### config.mk
export PLATFORM = sky130hd
export DESIGN_NAME = gpio_debounce
export DESIGN_NICKNAME = d
export VERILOG_FILES = /design/src/rtl/gpio_debounce.sv
export SDC_FILE = /design/constraint.sdc
export NUM_CORES = 1
export LEC_CHECK = 0
export CORE_ASPECT_RATIO = 1.25
export CORE_MARGIN = 2
export CORE_UTILIZATION = 45
export CTS_CLUSTER_SIZE = 14
export DETAILED_ROUTE_END_ITERATION = 12
export PLACE_DENSITY_LB_ADDON = 0.15
export REMOVE_ABC_BUFFERS = 1
export SYNTH_ARGS = -nofsm -noshare
export SYNTH_HDL_FRONTEND = slang
export SYNTH_SLANG_ARGS = --single-unit
### constraint.sdc
create_clock -name clk -period 6 [get_ports clk]
set_clock_uncertainty 0.2 [all_clocks]
set_input_delay 1.2 -clock clk [delete_from_list [all_inputs] [get_ports clk]]
set_output_delay 1.2 -clock clk [all_outputs]
set_load 0.01 [all_outputs]
### src/rtl/gpio_debounce.sv
// Per-channel pin debouncer with a small register bus (STATE/THRESH/EDGE/MASK).
// Optional edge flags, mask and irq are built only when GPIO_DB_IRQ_EN is defined.
module gpio_debounce #(
  parameter int CH    = 4,
  parameter int CNT_W = 8
) (
  input  logic             clk,
  input  logic             reset,
  input  logic [CH-1:0]    pin_in,
  input  logic             cs_,
  input  logic             as_,
  input  logic             rw,
  input  logic [1:0]       addr,
  input  logic [31:0]      wr_data,
  output logic [31:0]      rd_data,
  output logic             rdy_,
  output logic [CH-1:0]    gpio_in_db
`ifdef GPIO_DB_IRQ_EN
  ,
  output logic             irq
`endif
);

  logic [CH-1:0]    r_sync1;
  logic [CH-1:0]    r_sync2;
  logic [CH-1:0]    r_stable;
  logic [CNT_W-1:0] r_thresh;
  logic [31:0]      r_rd_data;
  logic             r_rdy;
  logic [CH-1:0]    w_take;
  logic             w_access;
  logic             w_wr;
  logic             w_rd;
  logic [31:0]      w_rd_sel;
  logic             w_unused;

  assign w_access = ~cs_ & ~as_;
  assign w_wr     = w_access & ~rw;
  assign w_rd     = w_access & rw;
  assign w_unused = ^wr_data;

  always_ff @(posedge clk or negedge reset) begin
    if (!reset) begin
      r_sync1 <= '0;
      r_sync2 <= '0;
    end else begin
      r_sync1 <= pin_in;
      r_sync2 <= r_sync1;
    end
  end

  // The >= compare lets a lowered threshold take effect at once without wrapping.
  for (genvar gi = 0; gi < CH; gi++) begin : g_ch
    logic [CNT_W-1:0] r_cnt;
    logic             w_diff;

    assign w_diff     = r_sync2[gi] ^ r_stable[gi];
    assign w_take[gi] = w_diff && (r_cnt >= r_thresh);

    always_ff @(posedge clk or negedge reset) begin
      if (!reset) begin
        r_cnt <= '0;
      end else if (!w_diff || w_take[gi]) begin
        r_cnt <= '0;
      end else begin
        r_cnt <= r_cnt + CNT_W'(1);
      end
    end
  end

  always_ff @(posedge clk or negedge reset) begin
    if (!reset) begin
      r_stable <= '0;
    end else begin
      r_stable <= r_stable ^ w_take;
    end
  end

  assign gpio_in_db = r_stable;

  always_ff @(posedge clk or negedge reset) begin
    if (!reset) begin
      r_thresh <= CNT_W'(16);
    end else if (w_wr && addr == 2'd1) begin
      r_thresh <= wr_data[CNT_W-1:0];
    end
  end

`ifdef GPIO_DB_IRQ_EN
  logic [2*CH-1:0] r_edge;
  logic [2*CH-1:0] r_mask;
  logic [2*CH-1:0] w_set;
  logic [2*CH-1:0] w_clr;

  // Falls in the upper half, rises in the lower half; a new edge beats a same-cycle clear.
  assign w_set = {w_take & ~r_sync2, w_take & r_sync2};
  assign w_clr = (w_wr && addr == 2'd2) ? wr_data[2*CH-1:0] : '0;

  always_ff @(posedge clk or negedge reset) begin
    if (!reset) begin
      r_edge <= '0;
      r_mask <= '0;
    end else begin
      r_edge <= (r_edge & ~w_clr) | w_set;
      if (w_wr && addr == 2'd3) begin
        r_mask <= wr_data[2*CH-1:0];
      end
    end
  end

  assign irq = |(r_edge & r_mask);
`endif

  always_comb begin
    w_rd_sel = '0;
    case (addr)
      2'd0: w_rd_sel[CH-1:0]    = r_stable;
      2'd1: w_rd_sel[CNT_W-1:0] = r_thresh;
`ifdef GPIO_DB_IRQ_EN
      2'd2: w_rd_sel[2*CH-1:0]  = r_edge;
      2'd3: w_rd_sel[2*CH-1:0]  = r_mask;
`endif
      default: w_rd_sel = '0;
    endcase
  end

  always_ff @(posedge clk or negedge reset) begin
    if (!reset) begin
      r_rdy     <= 1'b1;
      r_rd_data <= '0;
    end else begin
      r_rdy     <= ~w_access;
      r_rd_data <= w_rd ? w_rd_sel : '0;
    end
  end

  assign rdy_    = r_rdy;
  assign rd_data = r_rd_data;

endmodule

==> impl_results.md <==
* Status: complete, no violations
* Fill count at 690
* Total congestion overflow at 0
* Synth Area in Compound Gates at under 10%
* WP data arrival at approximately 1.4 ns
* 1st-iter DRT viols at 55
* Largest net degree at the start of global routing at 62
* Largest family of logic cells by synthesized area: simple AND/OR/NAND/NOR gates
* Clock root buffer: clkbuf_8
* # resized after CTS at 0
* Mean Syn Cell Area at ~11 µm²
* Critical path launch point: rdy_$_DFF_PN1_
* First-pass GRT wire length at approximately 11000 µm
* Cell depth of the worst setup path at 1
* Die Y at 101 µm
* CP max FO at 1
* Synth top area cells: dfrtp_1, ha_1, xor2_1, buf_4, nor2_1
* Min Tclk post-route at between 2 and 3 ns
* Post-synth top cells: dfrtp_1, ha_1, nor2_1, buf_4, xor2_1
* DRT Pass-1 Iters at 4
* CP Cell Sequence: clkdlybuf4s50_1
* Top cell type by total area after synthesis: dfrtp_1
* Leak pwr at about 0.0019 µW
* WS Path Type: flop to primary output
* CP max stage cell: clkdlybuf4s50_1
* Skew-Pair Late Insertion Delay at roughly 0.34 ns
* Sequential-to-total area share from yosys stat at between 40 and 50%
* Initial antenna violation count at 0
* NumNets Final at between 400 and 500
* Max stage delay on crit path at roughly 0.52 ns
* Setup crit end: rdy_
* Die area at 8320 µm²
* Gate count of the mapped netlist at 303
* MaxCap Viol Count at 0
* Antenna viol nets, final at 0
* Power per cell area at ~340 nW/µm²
* Hold_buf cts at 0
* Sink Count at 61
* Post-synthesis adder-cell area fraction at around an eighth
* EDFF count, synth at 0
* Slew margin rel. at 49.0%
* Mapped cell area at between 3000 and 4000 µm²
* Pins Over Slew Limit at 0
* Setup bufs post-CTS at 0
* Initial core utilization at ~46%
* Post-Synth Simple-Gate Area at between 10% and 20%
* Peak supply drop at around 0.15 mV
* Diode count at 0
* Reg clk slew, reported paths at roughly 0.070 ns
* DRC Markers at 0
* Worst Path Required at about 4.6 ns
* Flop-to-flop setup slack at 3.84 ns
* Cells on worst reg2reg path at 5
* P&R area growth vs syn at 15.3%
* Multi-input logic area at 1730 µm²
* H-tree Lvls at 3
* #FFs+latches synth at between 60 and 70
* Detail Placement HPWL at approximately 4600 µm
* Ys flop type: dfrtp_1
* Clk buf depth at 2
* Yosys Warn Count at 0
* Crit end category: primary output
* Crit-path leading delay family: buffers and inverters
* Distinct cells, synth at 38
* Core Box Area at roughly 7400 µm²
* Async SR Flop Fraction at 100%
* Reg-to-reg endpoint: g_ch[3].r_cnt[2]$_DFF_PN0_
* Top-area cell type share of the netlist area at a little over two fifths
* RR Startpoint: r_thresh[4]$_DFFE_PN1P_
* Worst slew pin tran at 0.764 ns
* Startpoint types: flop
* Top Ports at 80
* Buf/Inv on CP at 1
* Vias in the first global route at 2280
* Final setup TNS at 0 ns
* I/O Buffers at 31
* Total power at around 1300 µW
* RSZ-0062 raised after global routing: false
* Type of the most critical hold path: flop to flop
* Most numerous cell in the Yosys netlist: dfrtp_1
* WL final at roughly 6300 µm
* Register area at about 1500 µm²
* Final setup vio count at 0
* CTS tree: done
* Via-per-instance ratio at just over 5
* Period utilisation layout at 46.0%
* Hold Fails Final Rpt at 0
* Die Wd at 82.0 µm
* XOR/XNOR share of the synthesized area at 7.17%
* DR vias at 2266
* GP Congestion at between 0.7 and 0.8
* Mux share of post-synthesis cell area at under 10%
* F_max at 362 MHz
* Avg WL per Cell at roughly 14 µm
* Share of post-route cells with drive strength above 1 at between 10% and 20%
* CTS Buf Count at 9
* Tot GR Track Use at between 10% and 20%
* Row cnt at 35
==> per-stage QoR <==
step	instance area [µm²]	hold slack (ns)	std cells	worst slack [ns]	util, %
3_5_place_dp	3750	0.137	425	3.03	51.0
5_1_grt	3940	0.163	441	3.19	53.6
6_report	3940	0.150	441	3.24	53.6
3_3_place_gp	3750	0.133	425	3.06	51.0
2_1_floorplan	3320	0.131	301	3.59	-
4_1_cts	3940	0.152	441	3.22	53.6
==> logic make-up (layout without fill, tap and decap cells) <==
kind of cell | count (synthesis) | count (layout)
AND/OR/NAND/NOR | 89 | 89
flip-flops | 61 | 61
buffers and inverters | 41 | 64
adder cells (fa/ha/maj) | 36 | 36
AO/OA/AOI/OAI | 32 | 32
XOR/XNOR | 28 | 28
multiplexers | 15 | 15
other | 1 | 24
==> how the worst min path moves through the flow <==
stage	from	end	slack [ns]	cells after the start
final	r_sync1[3]$_DFF_PN0_	r_sync2[3]$_DFF_PN0_	0.15	0
after global placement	r_sync1[2]$_DFF_PN0_	r_sync2[2]$_DFF_PN0_	0.13	0
after floorplan	r_sync1[0]$_DFF_PN0_	r_sync2[0]$_DFF_PN0_	0.13	0
after global routing	r_sync1[2]$_DFF_PN0_	r_sync2[2]$_DFF_PN0_	0.16	0
after detailed placement	r_sync1[3]$_DFF_PN0_	r_sync2[3]$_DFF_PN0_	0.14	0
after CTS	r_sync1[3]$_DFF_PN0_	r_sync2[3]$_DFF_PN0_	0.15	0
==> metal layers <==
layer  global-route usage, %  wire [µm]  vias up
met5                       0          0        -
met4                    10.0        186        0
met3                    3.48        429       14
met2                    28.5       2970       72
met1                    21.4       2730     1082
li1                        -          -     1098
==> power breakdown <==
part | internal [µW] | switching, µW | leakage, µW
logic | 205 | 225 | 0.00104
clock network | 202 | 157 | 0.0000964
registers | 469 | 69.6 | 0.000797
total | 876 | 451 | 0.00193
==> layout make-up <==
class | count | share of cell area, %
multi-input cells | 224 | 44.0
flip-flops and latches | 61 | 38.8
repair buffers | 32 | 7.93
clock buffers | 12 | 3.68
well taps | 92 | 2.92
inverters | 16 | 1.52
clock inverters | 4 | 1.21
==> state kept, by name (all words and copies together), names as in the netlist, named ones only <==
register    flops
rd_data         8
rdy_            1
r_thresh        8
r_sync1         4
g_ch.r_cnt     32
r_sync2         4
==> layout by cell type, fill, tap and decap left out, drive strengths merged, types with 4 or more instances in the layout <==
cell type,synthesis,layout
mux2,11,11
conb,1,24
o31ai,6,6
dfrtp,59,59
xor2,21,21
clkbuf,1,12
mux2i,4,4
inv,16,16
a31oi,4,4
nor2,32,32
nand2,4,4
and3,13,13
nand3,20,20
nor3,7,7
o21a,4,4
nand2b,4,4
xnor2,7,7
clkdlybuf4s50,0,30
ha,36,36
a21o,6,6
nand4,4,4
Note: power is estimated with default switching activity, not from simulation.
